### src/rtl/sample_data_collector.sv
// Single-channel capture buffer: records i_data strobes between start/stop
// commands into a block-RAM style buffer that can be read back at any time.
module sample_data_collector #(
  parameter int G_DATA_WIDTH = 8,
  parameter int G_ADDR_WIDTH = 8
) (
  input  logic                    clk,
  input  logic                    rst_n,
  input  logic [G_DATA_WIDTH-1:0] i_data,
  input  logic                    i_data_valid,
  input  logic                    i_start,
  input  logic                    i_stop,
  input  logic                    i_clear,
  input  logic [G_ADDR_WIDTH-1:0] i_rd_addr,
  output logic [G_DATA_WIDTH-1:0] o_rd_data,
  output logic                    o_collecting,
  output logic [G_ADDR_WIDTH:0]   o_nb_data,
  output logic                    o_full,
  output logic                    o_overflow
);

  localparam int DEPTH = 2 ** G_ADDR_WIDTH;
  localparam logic [G_ADDR_WIDTH:0] FULL_CNT = {1'b1, {G_ADDR_WIDTH{1'b0}}};
  localparam logic [G_ADDR_WIDTH:0] ONE_CNT  = {{G_ADDR_WIDTH{1'b0}}, 1'b1};

  localparam logic [0:0] ST_IDLE    = 1'b0;
  localparam logic [0:0] ST_COLLECT = 1'b1;

  logic [0:0]              state_q, state_d;
  logic [G_ADDR_WIDTH:0]   nb_q, nb_d;
  logic                    ovf_q, ovf_d;
  logic [G_DATA_WIDTH-1:0] rd_data_q;
  logic                    capture;
  logic                    wr_en;
  logic [G_ADDR_WIDTH-1:0] wr_addr;

  logic [G_DATA_WIDTH-1:0] mem [DEPTH];

  // Capture looks at the registered state, so the i_stop cycle still stores.
  always_comb begin
    state_d = state_q;
    nb_d    = nb_q;
    ovf_d   = ovf_q;
    wr_en   = 1'b0;
    capture = (state_q == ST_COLLECT) && i_data_valid;

    if (i_clear) begin
      state_d = ST_IDLE;
      nb_d    = '0;
      ovf_d   = 1'b0;
    end else begin
      if (capture) begin
        if (nb_q != FULL_CNT) begin
          wr_en = 1'b1;
          nb_d  = nb_q + ONE_CNT;
        end else begin
          ovf_d = 1'b1;
        end
      end

      if (state_q == ST_COLLECT) begin
        if (i_stop) begin
          state_d = ST_IDLE;
        end
      end else if (i_start) begin
        // Start clears the counters even when a simultaneous stop keeps us idle.
        nb_d  = '0;
        ovf_d = 1'b0;
        if (!i_stop) begin
          state_d = ST_COLLECT;
        end
      end
    end
  end

  assign wr_addr = nb_q[G_ADDR_WIDTH-1:0];

  always_ff @(posedge clk or negedge rst_n) begin
    if (!rst_n) begin
      state_q   <= ST_IDLE;
      nb_q      <= '0;
      ovf_q     <= 1'b0;
      rd_data_q <= '0;
    end else begin
      state_q   <= state_d;
      nb_q      <= nb_d;
      ovf_q     <= ovf_d;
      rd_data_q <= mem[i_rd_addr];
    end
  end

  // Buffer storage has no reset so it can map onto block RAM.
  always_ff @(posedge clk) begin
    if (wr_en) begin
      mem[wr_addr] <= i_data;
    end
  end

  assign o_rd_data    = rd_data_q;
  assign o_collecting = (state_q == ST_COLLECT);
  assign o_nb_data    = nb_q;
  assign o_full       = (nb_q == FULL_CNT);
  assign o_overflow   = ovf_q;

endmodule

### config.mk
export PLATFORM = sky130hd
export DESIGN_NAME = sample_data_collector
export DESIGN_NICKNAME = d
export VERILOG_FILES = /design/src/rtl/sample_data_collector.sv
export SDC_FILE = /design/constraint.sdc
export NUM_CORES = 2
export LEC_CHECK = 0
export BUFFER_PORTS_ARGS = -buffer_cell sky130_fd_sc_hd__buf_2
export CAP_MARGIN = 40
export CELL_PAD_IN_SITES_DETAIL_PLACEMENT = 1
export CELL_PAD_IN_SITES_GLOBAL_PLACEMENT = 1
export CORE_MARGIN = 1.5
export CORE_UTILIZATION = 55
export DETAILED_ROUTE_END_ITERATION = 8
export PLACE_DENSITY = 0.81
export SLEW_MARGIN = 20
export SYNTH_ARGS = -nofsm -noshare
export SYNTH_HDL_FRONTEND = slang
export SYNTH_SLANG_ARGS = --single-unit
### constraint.sdc
create_clock -name clk -period 3.1 [get_ports clk]
set_input_delay 0.155 -clock clk [delete_from_list [all_inputs] [get_ports clk]]
set_output_delay 0.155 -clock clk [all_outputs]
set_load 0.03 [all_outputs]
==> out/metrics.yaml <==
clock_network:
  path_clk_slew_ps: 70
  cts_root_buffer: "clkbuf_16"
  cts_buffers: 197
  clock-sinks: 2067
  htree_num_levels: 4
  worstSkewPairLatency_ps: 870
  cts_setup_buffers: 0
  cts_buffer_depth: 3
  cts_tree: "done"
sta:
  finalHoldViolations: 0
  fin_crit_sh_pct: 96.7
  finClkSkew_ps: 45.9
  setup_violations: 0
  fmax_ghz: 0.334
  fin_setup_tns_ps: 0
  grt_setup_unrepaired: "false"
  relSlewSlack_pct: 33.8
  period_needed_ps: 3000
  tightest_slew_ps: 987
  slew_violations: 0
global_route:
  grt_pass1_vias: 47500
  grt_max_degree: 112
  antenna_found_initial: 18
  overflow: 0
  groute.usage.overall_pct: 34.8
  grt_first_pass_wirelength_um: 366000
logic_synthesis:
  synth-edff-count: 2048
  avgSynthCellArea_um2: 20.9
  async_reset_ff_share_pct: 0.919
  synth_seq_cells: 2067
  synth-main-ff-cell: "edfxtp_1"
  ys.warnings.count: 0
  ys_seq_area_share_pct: 76.6
  synth_cell_types: 77
  synth_cells: 3876
  synth_area_um2: 81000
  syn-num-nets: 3902
floorplanning:
  die_w_um: 387
  core_area_um2: 146000
  ios: 42
  initial_core_util_pct: 55.5
  dieArea_um2: 149000
  num_rows: 140
  die_h_um: 387
route:
  final_antenna_net_count: 0
  drc_errors: 0
  drt_iter0_drc: 8142
  wl_met1_um: 88400
  vias_per_cell: 7.06
  met2_length_um: 122000
  wl_per_cell_um: 39.6
  wl_um: 258000
  top_layer_used: "met5"
  drt_pre_antenna_iters: 6
  vias: 46000
  wl_met3_um: 33000
hold_path:
  hp-class: "primary input to flop"
power_and_ir_drop:
  p_comb_share_pct: 5.5
  netSwitchingPower_w: 0.0130
  power_density_nw_per_um2: 625
  clkPwrFrac_pct: 41.6
  p_int_w: 0.0451
  ir_drop_uv: 657
  swShare_pct: 22.4
  p_leak_nw: 30.5
  seq_power_share_pct: 52.9
setup_path:
  crit_chain: "mux4_1 > mux4_2 > nand2_1 > o31ai_1 > buf_2 > nor3b_1 > nor4_1"
  cpMaxStageDelayCell: "nor3b_1"
  cp-start-kind: "flop"
  critical_path.top_delay_family: "multiplexers"
  cp.required_ps: 3790
  crit_type: "flop to flop"
  max_stage_delay_ps: 610
  cp.arrival_ps: 3690
  path_buf_inv: 1
  critPathCaptureType: "flop"
  cp_max_fo: 1
final_layout:
  multi_input_area_um2: 17200
  drive_above_1_share_pct: 27.3
  final.fill_count: 11900
  area_growth_pct: 14.9
  regArea_um2: 62000
  fin_cells: 6523
  nets: 4466
placed_design:
  place_inst: 6140
  routabilityCongestion: 0.889
  hpwl_um: 148000
  portBuffers: 41
status:
  status: "complete, no violations"
flow_run:
  max-cap-violations: 0
[routing by layer]
| metal | GRT usage (%) | vias to the layer above |
|---|---|---|
| li1 | - | 17300 |
| met1 | 46.2 | 23700 |
| met2 | 54.2 | 4149 |
| met3 | 8.66 | 847 |
| met4 | 17.0 | 20 |
| met5 | 0 | - |
[power by group through the flow]
stage	Combinational, W	Clock, W	Sequential [W]
6_report	0.00317	0.0242	0.0308
5_1_grt	0.00323	0.0250	0.0308
4_1_cts	0.00310	0.0242	0.0308
3_5_place_dp	0.00297	0	0.0314
3_3_place_gp	0.00283	0	0.0314
2_1_floorplan	0.00148	0	0.0314
[synthesized netlist by cell type (31+ instances only)]
cell type | n | share of area (%)
a22oi_1 | 107 | 0.99
clkbuf_1 | 66 | 0.31
o22ai_1 | 43 | 0.33
nand2_1 | 82 | 0.38
mux4_2 | 355 | 9.9
nor3_1 | 31 | 0.19
edfxtp_1 | 2048 | 76
mux2i_1 | 184 | 2.3
a21oi_1 | 64 | 0.40
buf_2 | 64 | 0.40
mux4_1 | 67 | 2.2
o221ai_1 | 40 | 0.43
nor2_1 | 312 | 1.4
[placed cells by master (no fill, tap or decap), drive strengths merged, types with 19 or more instances in the layout]
cell type and count:
a22o 29, buf 578, mux2i 184, mux4 422, edfxtp 2048, clkbuf 261, a21oi 64, and2 19
dfrtp 19, nand3 20, clkinv 79, nand2 82, nor3 32, o221ai 41, a22oi 107, a211oi 23
nor2 313, o22ai 43, a221oi 19
[through the flow]
| step | util, % | setup WS [ps] | hold WS, ps | power, W | cell area (µm²) |
|---|---|---|---|---|---|
| after floorplan | - | 137 | -141 | 0.0329 | 81000 |
| after global placement | 59.3 | -228 | 250 | 0.0342 | 86500 |
| after detailed placement | 59.3 | -265 | 248 | 0.0343 | 86500 |
| after CTS | 63.7 | 35.1 | 13.8 | 0.0581 | 92900 |
| after global routing | 63.7 | 17.2 | 18.1 | 0.0590 | 93000 |
| final | 63.7 | 103 | 5.25 | 0.0581 | 93000 |
[cells by family after synthesis]
logic type | Yosys count | share of synthesized area [%]
buffers and inverters | 242 | 2.26
multiplexers | 608 | 14.4
flip-flops | 2067 | 76.6
AO/OA/AOI/OAI | 405 | 3.72
XOR/XNOR | 7 | 0.0757
adder cells (fa/ha/maj) | 4 | 0.0618
AND/OR/NAND/NOR | 543 | 2.97
[cell type report]
type | count | share of cell area, %
Antenna cell | 1 | 0.00269
Clock buffer | 253 | 5.65
Clock inverter | 111 | 1.08
Inverter | 6 | 0.0242
Multi-Input combinational cell | 1567 | 18.5
Sequential cell | 2067 | 66.6
Tap cell | 1917 | 2.58
Timing Repair Buffer | 601 | 5.48
[registers in the layout (all words and copies together), names as in the netlist]
| name | flops |
|---|---|
| o_collecting | 1 |
| o_overflow | 1 |
| mem | 2048 |
| o_nb_data | 9 |
| o_rd_data | 8 |
[final timing paths]
path,start,end,slack [ps],depth (start not counted)
worst max-delay path,mem[114][5],o_rd_data[5],100,7
worst min-delay path,i_data[7],mem[148][7],5,1
worst max register to register,mem[114][5],o_rd_data[5],100,7
worst min register to register,o_nb_data[8],o_nb_data[8],650,2
max in group asynchronous,rst_n,o_rd_data[6],2530,4
min in group asynchronous,rst_n,o_rd_data[0],360,4
[repair_timing]
item,4_1_cts,5_1_grt
endpoints found under the setup margin,36,75
endpoints found under the hold margin,253,0
hold buffers,16,0
resized for setup,2,9
pin swaps,0,0
Power figures use the tool's default switching activity.
